**config.mk**
```make
export PLATFORM = sky130hd
export DESIGN_NAME = reg_bank_mc
export DESIGN_NICKNAME = d
export VERILOG_FILES = /design/src/rtl/reg_bank_mc.sv
export SDC_FILE = /design/constraint.sdc
export NUM_CORES = 1
export LEC_CHECK = 0
export ABC_AREA = 1
export CORE_MARGIN = 10
export CORE_UTILIZATION = 40
export DETAILED_ROUTE_END_ITERATION = 7
export PLACE_DENSITY = 0.67
export SLEW_MARGIN = 20
export SYNTH_ARGS = -nofsm -noshare
export SYNTH_HDL_FRONTEND = slang
export SYNTH_SLANG_ARGS = --single-unit
```
**constraint.sdc**
```tcl
create_clock -name clk_sys -period 7.2 [get_ports clk_sys]
set_clock_uncertainty 0.05 [all_clocks]
set_input_delay 0.72 -clock clk_sys [delete_from_list [all_inputs] [get_ports clk_sys]]
set_output_delay 0.72 -clock clk_sys [all_outputs]
set_load 0.05 [all_outputs]
```
**src/rtl/reg_bank_mc.sv**
```systemverilog
// -----------------------------------------------------------------------------
// reg_bank_mc
//   System-side register bank for the bilinear DSA debug path (clk_sys only).
//   Accepts single-beat read/write requests, drives the core configuration
//   and start pulse, exposes NCH BRAM read channels with per-channel address
//   pointers, and keeps a sticky done flag with write-1-to-clear.
//
// Optional build macro:
//   REG_BANK_AUTOINC_EN  - CONTROL bit1 is stored and readable. When it is
//                          set, every completed DATA_ch read advances PTR_ch
//                          by one (wrapping modulo 2^AW). Without the macro,
//                          pointers move only on explicit writes and CONTROL
//                          reads return DEADBEEF.
//
// Ports:
//   clk_sys, rst_sys_n       clock, synchronous active-low reset
//   req_valid/req_ready      request handshake
//   req_write, req_addr      1=write / 0=read, 8-bit register address
//   req_wdata [DW]           write data
//   rsp_valid, rsp_rdata     one-cycle read response strobe and held data
//   start_pulse              core start, high for START_W cycles
//   cfg_in_w/in_h/scale_q88  core configuration (low 16 bits of registers)
//   status_done              core done level
//   mem_raddr [NCH*AW]       per-channel BRAM address, ch at [ch*AW +: AW]
//   mem_rdata [NCH*8]        per-channel BRAM byte, ch at [ch*8 +: 8]
//   dbg_state [2]            current FSM state (0=IDLE, 1=WAIT_MEM, 2=RESP)
//
// Handshake: a request transfers on a clk_sys edge where req_valid and
// req_ready are both 1; req_ready does not depend on req_valid. A read
// produces exactly one rsp_valid cycle with no backpressure; rsp_rdata keeps
// its value until the next response.
// -----------------------------------------------------------------------------
module reg_bank_mc #(
    parameter int DW      = 32,
    parameter int AW      = 12,
    parameter int NCH     = 2,
    parameter int MEM_LAT = 1,
    parameter int START_W = 8
) (
    input  logic              clk_sys,
    input  logic              rst_sys_n,
    input  logic              req_valid,
    output logic              req_ready,
    input  logic              req_write,
    input  logic [7:0]        req_addr,
    input  logic [DW-1:0]     req_wdata,
    output logic              rsp_valid,
    output logic [DW-1:0]     rsp_rdata,
    output logic              start_pulse,
    output logic [15:0]       cfg_in_w,
    output logic [15:0]       cfg_in_h,
    output logic [15:0]       cfg_scale_q88,
    input  logic              status_done,
    output logic [NCH*AW-1:0] mem_raddr,
    input  logic [NCH*8-1:0]  mem_rdata,
    output logic [1:0]        dbg_state
);

    typedef enum logic [1:0] {
        ST_IDLE     = 2'd0,
        ST_WAIT_MEM = 2'd1,
        ST_RESP     = 2'd2
    } state_t;

    localparam logic [7:0]    A_CONTROL = 8'h00;
    localparam logic [7:0]    A_IN_W    = 8'h01;
    localparam logic [7:0]    A_IN_H    = 8'h02;
    localparam logic [7:0]    A_SCALE   = 8'h03;
    localparam logic [7:0]    A_STATUS  = 8'h10;
    localparam logic [DW-1:0] DEAD_VAL  = DW'(32'hDEADBEEF);
    localparam logic [3:0]    NCH_L     = 4'(NCH);

    state_t         state_q, state_d;

    logic [DW-1:0]  in_w_q, in_h_q, scale_q;
    logic [AW-1:0]  ptr_q [NCH];
    logic           done_seen_q;
    logic [7:0]     start_cnt_q;
    logic [2:0]     lat_cnt_q;
    logic [3:0]     rd_ch_q;
    logic           rsp_from_mem_q;
    logic [DW-1:0]  rsp_rdata_q;
    logic           autoinc_en;

`ifdef REG_BANK_AUTOINC_EN
    logic [1:0]     ctrl_q;
    assign autoinc_en = ctrl_q[1];
`else
    // Pointers only move on explicit writes.
    assign autoinc_en = 1'b0;
`endif

    // Address decode. Channel registers live at 0x20 + 0x10*ch; the upper
    // nibble minus two is the channel index.
    logic [3:0]     ch_idx;
    logic           ch_hit, is_ptr, is_data;
    logic           acc, wr_acc, rd_acc;

    assign ch_idx  = req_addr[7:4] - 4'd2;
    assign ch_hit  = (req_addr[7:4] >= 4'd2) && (ch_idx < NCH_L);
    assign is_ptr  = ch_hit && (req_addr[3:0] == 4'h0);
    assign is_data = ch_hit && (req_addr[3:0] == 4'h1);

    assign acc    = req_valid && req_ready;
    assign wr_acc = acc && req_write;
    assign rd_acc = acc && !req_write;

    // Register read mux for non-DATA reads (DATA comes from the BRAM later).
    logic [AW-1:0]  sel_ptr;
    logic [DW-1:0]  rd_val;

    always_comb begin
        sel_ptr = '0;
        for (int c = 0; c < NCH; c++) begin
            if (ch_idx == 4'(c)) sel_ptr = ptr_q[c];
        end

        rd_val = DEAD_VAL;
        if (req_addr == A_IN_W) begin
            rd_val = in_w_q;
        end else if (req_addr == A_IN_H) begin
            rd_val = in_h_q;
        end else if (req_addr == A_SCALE) begin
            rd_val = scale_q;
        end else if (req_addr == A_STATUS) begin
            rd_val    = '0;
            rd_val[1] = done_seen_q;
            rd_val[0] = status_done;
        end else if (is_ptr) begin
            rd_val = DW'(sel_ptr);
        end
`ifdef REG_BANK_AUTOINC_EN
        if (req_addr == A_CONTROL) rd_val = DW'(ctrl_q);
`endif
    end

    // Byte of the channel being read, captured when the latency count expires.
    logic [7:0] mem_byte;

    always_comb begin
        mem_byte = '0;
        for (int c = 0; c < NCH; c++) begin
            if (rd_ch_q == 4'(c)) mem_byte = mem_rdata[c*8 +: 8];
        end
    end

    // ---------------------------------------------------------------- FSM
    always_ff @(posedge clk_sys) begin
        if (!rst_sys_n) state_q <= ST_IDLE;
        else            state_q <= state_d;
    end

    always_comb begin
        state_d   = state_q;
        req_ready = 1'b0;
        rsp_valid = 1'b0;
        unique case (state_q)
            ST_IDLE: begin
                req_ready = rst_sys_n;
                if (rd_acc) state_d = is_data ? ST_WAIT_MEM : ST_RESP;
            end
            ST_WAIT_MEM: begin
                // Count 1 means this edge is the MEM_LAT-th since the accept.
                if (lat_cnt_q == 3'd1) state_d = ST_RESP;
            end
            ST_RESP: begin
                rsp_valid = 1'b1;
                state_d   = ST_IDLE;
            end
            default: state_d = ST_IDLE;
        endcase
    end

    // ----------------------------------------------------------- datapath
    always_ff @(posedge clk_sys) begin
        if (!rst_sys_n) begin
            in_w_q         <= DW'(64);
            in_h_q         <= DW'(64);
            scale_q        <= DW'(205);
            done_seen_q    <= 1'b0;
            start_cnt_q    <= '0;
            lat_cnt_q      <= '0;
            rd_ch_q        <= '0;
            rsp_from_mem_q <= 1'b0;
            rsp_rdata_q    <= '0;
            for (int c = 0; c < NCH; c++) ptr_q[c] <= '0;
`ifdef REG_BANK_AUTOINC_EN
            ctrl_q         <= '0;
`endif
        end else begin
            // A start write reloads the counter, so a re-write extends the pulse.
            if (wr_acc && req_addr == A_CONTROL && req_wdata[0])
                start_cnt_q <= 8'(START_W);
            else if (start_cnt_q != 8'd0)
                start_cnt_q <= start_cnt_q - 8'd1;

            // Set has priority over the write-1-to-clear.
            if (status_done)
                done_seen_q <= 1'b1;
            else if (wr_acc && req_addr == A_STATUS && req_wdata[1])
                done_seen_q <= 1'b0;

            if (wr_acc) begin
                case (req_addr)
                    A_IN_W:    in_w_q  <= req_wdata;
                    A_IN_H:    in_h_q  <= req_wdata;
                    A_SCALE:   scale_q <= req_wdata;
`ifdef REG_BANK_AUTOINC_EN
                    A_CONTROL: ctrl_q  <= req_wdata[1:0];
`endif
                    default: ;
                endcase
            end

            // No write can be accepted in RESP, so the two updates never meet.
            for (int c = 0; c < NCH; c++) begin
                if (wr_acc && is_ptr && ch_idx == 4'(c))
                    ptr_q[c] <= req_wdata[AW-1:0];
                else if (state_q == ST_RESP && rsp_from_mem_q && autoinc_en &&
                         rd_ch_q == 4'(c))
                    ptr_q[c] <= ptr_q[c] + AW'(1);
            end

            if (rd_acc) begin
                rsp_from_mem_q <= is_data;
                rd_ch_q        <= ch_idx;
                lat_cnt_q      <= 3'(MEM_LAT);
                if (!is_data) rsp_rdata_q <= rd_val;
            end else if (state_q == ST_WAIT_MEM) begin
                lat_cnt_q <= lat_cnt_q - 3'd1;
                if (lat_cnt_q == 3'd1) rsp_rdata_q <= DW'(mem_byte);
            end
        end
    end

    // ------------------------------------------------------------ outputs
    assign rsp_rdata     = rsp_rdata_q;
    assign start_pulse   = (start_cnt_q != 8'd0);
    assign cfg_in_w      = in_w_q[15:0];
    assign cfg_in_h      = in_h_q[15:0];
    assign cfg_scale_q88 = scale_q[15:0];
    assign dbg_state     = state_q;

    for (genvar g = 0; g < NCH; g++) begin : g_raddr
        assign mem_raddr[g*AW +: AW] = ptr_q[g];
    end

endmodule
```
==> results.toml <==
[status]
outcome = "completed"

[synthesis]
yosysWarnings = 0
synth-edff-count = 24
synthDistinctLibCells = 39
synth_ff_type = "dfxtp_1"
avgSynthCellArea_sq_um = 7.724
ys_top_cells_by_area = "dfxtp_1 (38%), nor2_1 (9.3%), edfxtp_1 (9.3%), o21ai_0 (6.6%), a21oi_1 (6.1%)"
synth_top_area_cell = "dfxtp_1"
async_reset_ff_share_pct = 0
syn_nets = 1073
synth_cells = 1008
netlist_area_sq_um = 7786
ys_seq_elements = 170
seq_area_frac_synth_pct = 46.79
synth_top_area_share_pct = 37.54

[timing]
rsz0062_at_grt = "no"
post-route-min-period_ns = 3.574
whs_ns = 0.4031
fin_ws_ns = 3.626
maxSlewHeadroom_pct = 47.82
fmax_mhz = 279.8
slew_violations = 0
worstMarginPinSlew_ns = 0.7808
timing.setup.tns_ns = 0
finalCritPeriodShare_pct = 49.64
setup_violations = 0
hold_viol = 0

[power]
power.density_nw_per_um2 = 234.3
p_leak_nw = 3.884
internal-power_w = 0.001714
combPwrFrac_pct = 13.1
sequentialPowerShare_pct = 43.9
peakVddDrop_uv = 175.9
clockPowerShare_pct = 43.0
power.share.switching_pct = 25.51
power.net_switching_w = 0.0005867

[placement]
dpl.cell_count = 1343
place_congestion = 0.8957
dp_hpwl_um = 16670
portBuffers = 169
preCtsSetupSlack_ns = 2.950

[clock_tree]
tritoncts = "done"
worstSkewPairLatency_ns = 0.44
clk_pin_slew_ns = 0.06
numClockSinks = 170
post_cts_buffers = 0
h-tree-depth = 4
clk_path_buf_depth = 2
ctsResizeCount = 0
cts_hold_buf = 0
cts_root_buf = "clkbuf_16"
cts_buffers = 17

[detailed_routing]
viasPerCell = 5.076
vias = 6985
ant_nets = 0
first_pass_iters = 5
wl_um = 23940
drt_iter0_markers = 567
wl_per_cell_um = 17.40
drc = 0

[global_route]
gr-total-overflow = 0
grt_max_degree = 78
grt_pass1_vias = 6717
grt_usage_pct = 18.42
antenna_found_initial = 1
grt_pass1_wl_um = 37690

[cells_and_area]
area_growth_pct = 26.06
fin_nets = 1167
final_cells = 1376
drive_gt1_share_pct = 8.161

[setup_path]
critPathArrivalTime_ns = 3.59
cp.depth = 8
crit_slowest_cell = "o21ai_2"
start_kind = "input pin"
worstSetupPathType = "in -> reg"
cp_cell_sequence = "clkdlybuf4s50_1 -> inv_1 -> ha_1 -> inv_1 -> nand2_1 -> nand2_1 -> nand4_1 -> o21ai_2"
r2r_cells = 8
slowest_delay_ns = 0.83
cp.required_ns = 7.22
crit_fanout = 14
critPathCaptureType = "register"
path_buf_inv = 3
crit_family = "simple AND/OR/NAND/NOR gates"

[die]
die_width_um = 159.5
core_region_area_sq_um = 18960
num_rows = 50
die_area_sq_um = 25450
initial_utilization_pct = 41.08
ios = 170
fp.dieH_um = 159.5

[min_path]
hold_depth = 2
hold_path.class = "reg -> reg"

[job]
drv_cap = 0
[state kept, by name (all words and copies together), names as in the netlist]
signal	flops
lat_cnt_q	3
ptr_q	24
in_w_q	32
rsp_rdata	32
dbg_state	2
in_h_q	32
start_cnt_q	8
rd_ch_q	4
scale_q	32
done_seen_q	1
[power groups by stage]
stage,combinational [W],sequential (W),clock (W)
after CTS,0.000302,0.00101,0.00100
after global routing,0.000328,0.00101,0.00105
after global placement,0.000297,0.00103,0
after detailed placement,0.000301,0.00103,0
after floorplan,0.000158,0.00107,0
final,0.000302,0.00101,0.000989
[through the flow]
step	total power, W	util (%)	cell area, sq um
2_1_floorplan	0.001225	-	7786
3_3_place_gp	0.001326	48.40	9175
3_5_place_dp	0.001330	48.40	9175
4_1_cts	0.002311	51.73	9806
5_1_grt	0.002386	51.77	9813
6_report	0.002300	51.78	9816
[worst paths after layout]
check / from / to / slack, ns
max: req_addr[5] / ptr_q[0][4]$_DFFE_PP_ / 3.63
min: in_w_q[28]$_SDFFE_PN0P_ / in_w_q[28]$_SDFFE_PN0P_ / 0.40
max reg2reg: dbg_state[0]$_SDFFE_PN0P_ / rsp_rdata[4]$_SDFFE_PN0P_ / 4.31
min reg2reg: in_w_q[28]$_SDFFE_PN0P_ / in_w_q[28]$_SDFFE_PN0P_ / 0.40
[synth_stat cells, drive strengths merged (7+ instances only)]
| master | count |
|---|---|
| nor2 | 203 |
| dfxtp | 146 |
| nand2 | 127 |
| a21oi | 104 |
| o21ai | 102 |
| inv | 77 |
| buf | 74 |
| nand3 | 47 |
| edfxtp | 24 |
| clkbuf | 23 |
| o211ai | 21 |
| or2 | 15 |
| nand4 | 12 |
| o22ai | 8 |
| nor3 | 7 |
[placed cells by master (no fill, tap or decap), types with 15 or more instances in the layout]
master / instances
nand2_1: 118
clkdlybuf4s50_1: 168
o21ai_0: 100
a21oi_1: 95
o211ai_1: 20
nand3_1: 45
clkbuf_16: 17
or2_2: 15
nor2_1: 193
inv_1: 68
edfxtp_1: 24
dfxtp_1: 146
[metal layers]
layer	vias up	GRT usage (%)	share of wire (%)
li1	3455	-	-
met1	3265	23.57	45
met5	-	0	0
met3	37	5.086	6.7
met2	228	29.09	46
met4	0	6.487	2.0
[cell type report]
type	instances	area, sq um
fillers	1823	9140
clock buffers	18	429.2
multi-input cells	660	3197
repair buffers	172	1709
clock inverters	14	201.4
inverters	81	307.8
flip-flops and latches	170	3643
diodes	1	2.502
well taps	260	325.3
[cell families (layout without fill, tap and decap cells)]
group                    count (synthesis)  after routing  synth area share (%)
adder cells (fa/ha/maj)                  4              4                0.6428
flip-flops                             170            170                 46.79
buffers and inverters                  178            285                 12.24
other                                    0              1                     0
AND/OR/NAND/NOR                        413            413                 22.90
XOR/XNOR                                 5              5                0.5624
AO/OA/AOI/OAI                          238            238                 16.86
[worst register-to-register path, stage by stage, from the launching register on]
cell      delay, ns
dfxtp_1        0.35
nor2_1         0.10
nand3_1        0.12
nor2_2         0.51
nand2_2        0.55
nand2_4        0.28
clkinv_2       0.41
a21oi_1        0.30
a21oi_1        0.10
(Power assumes the default switching activity.)
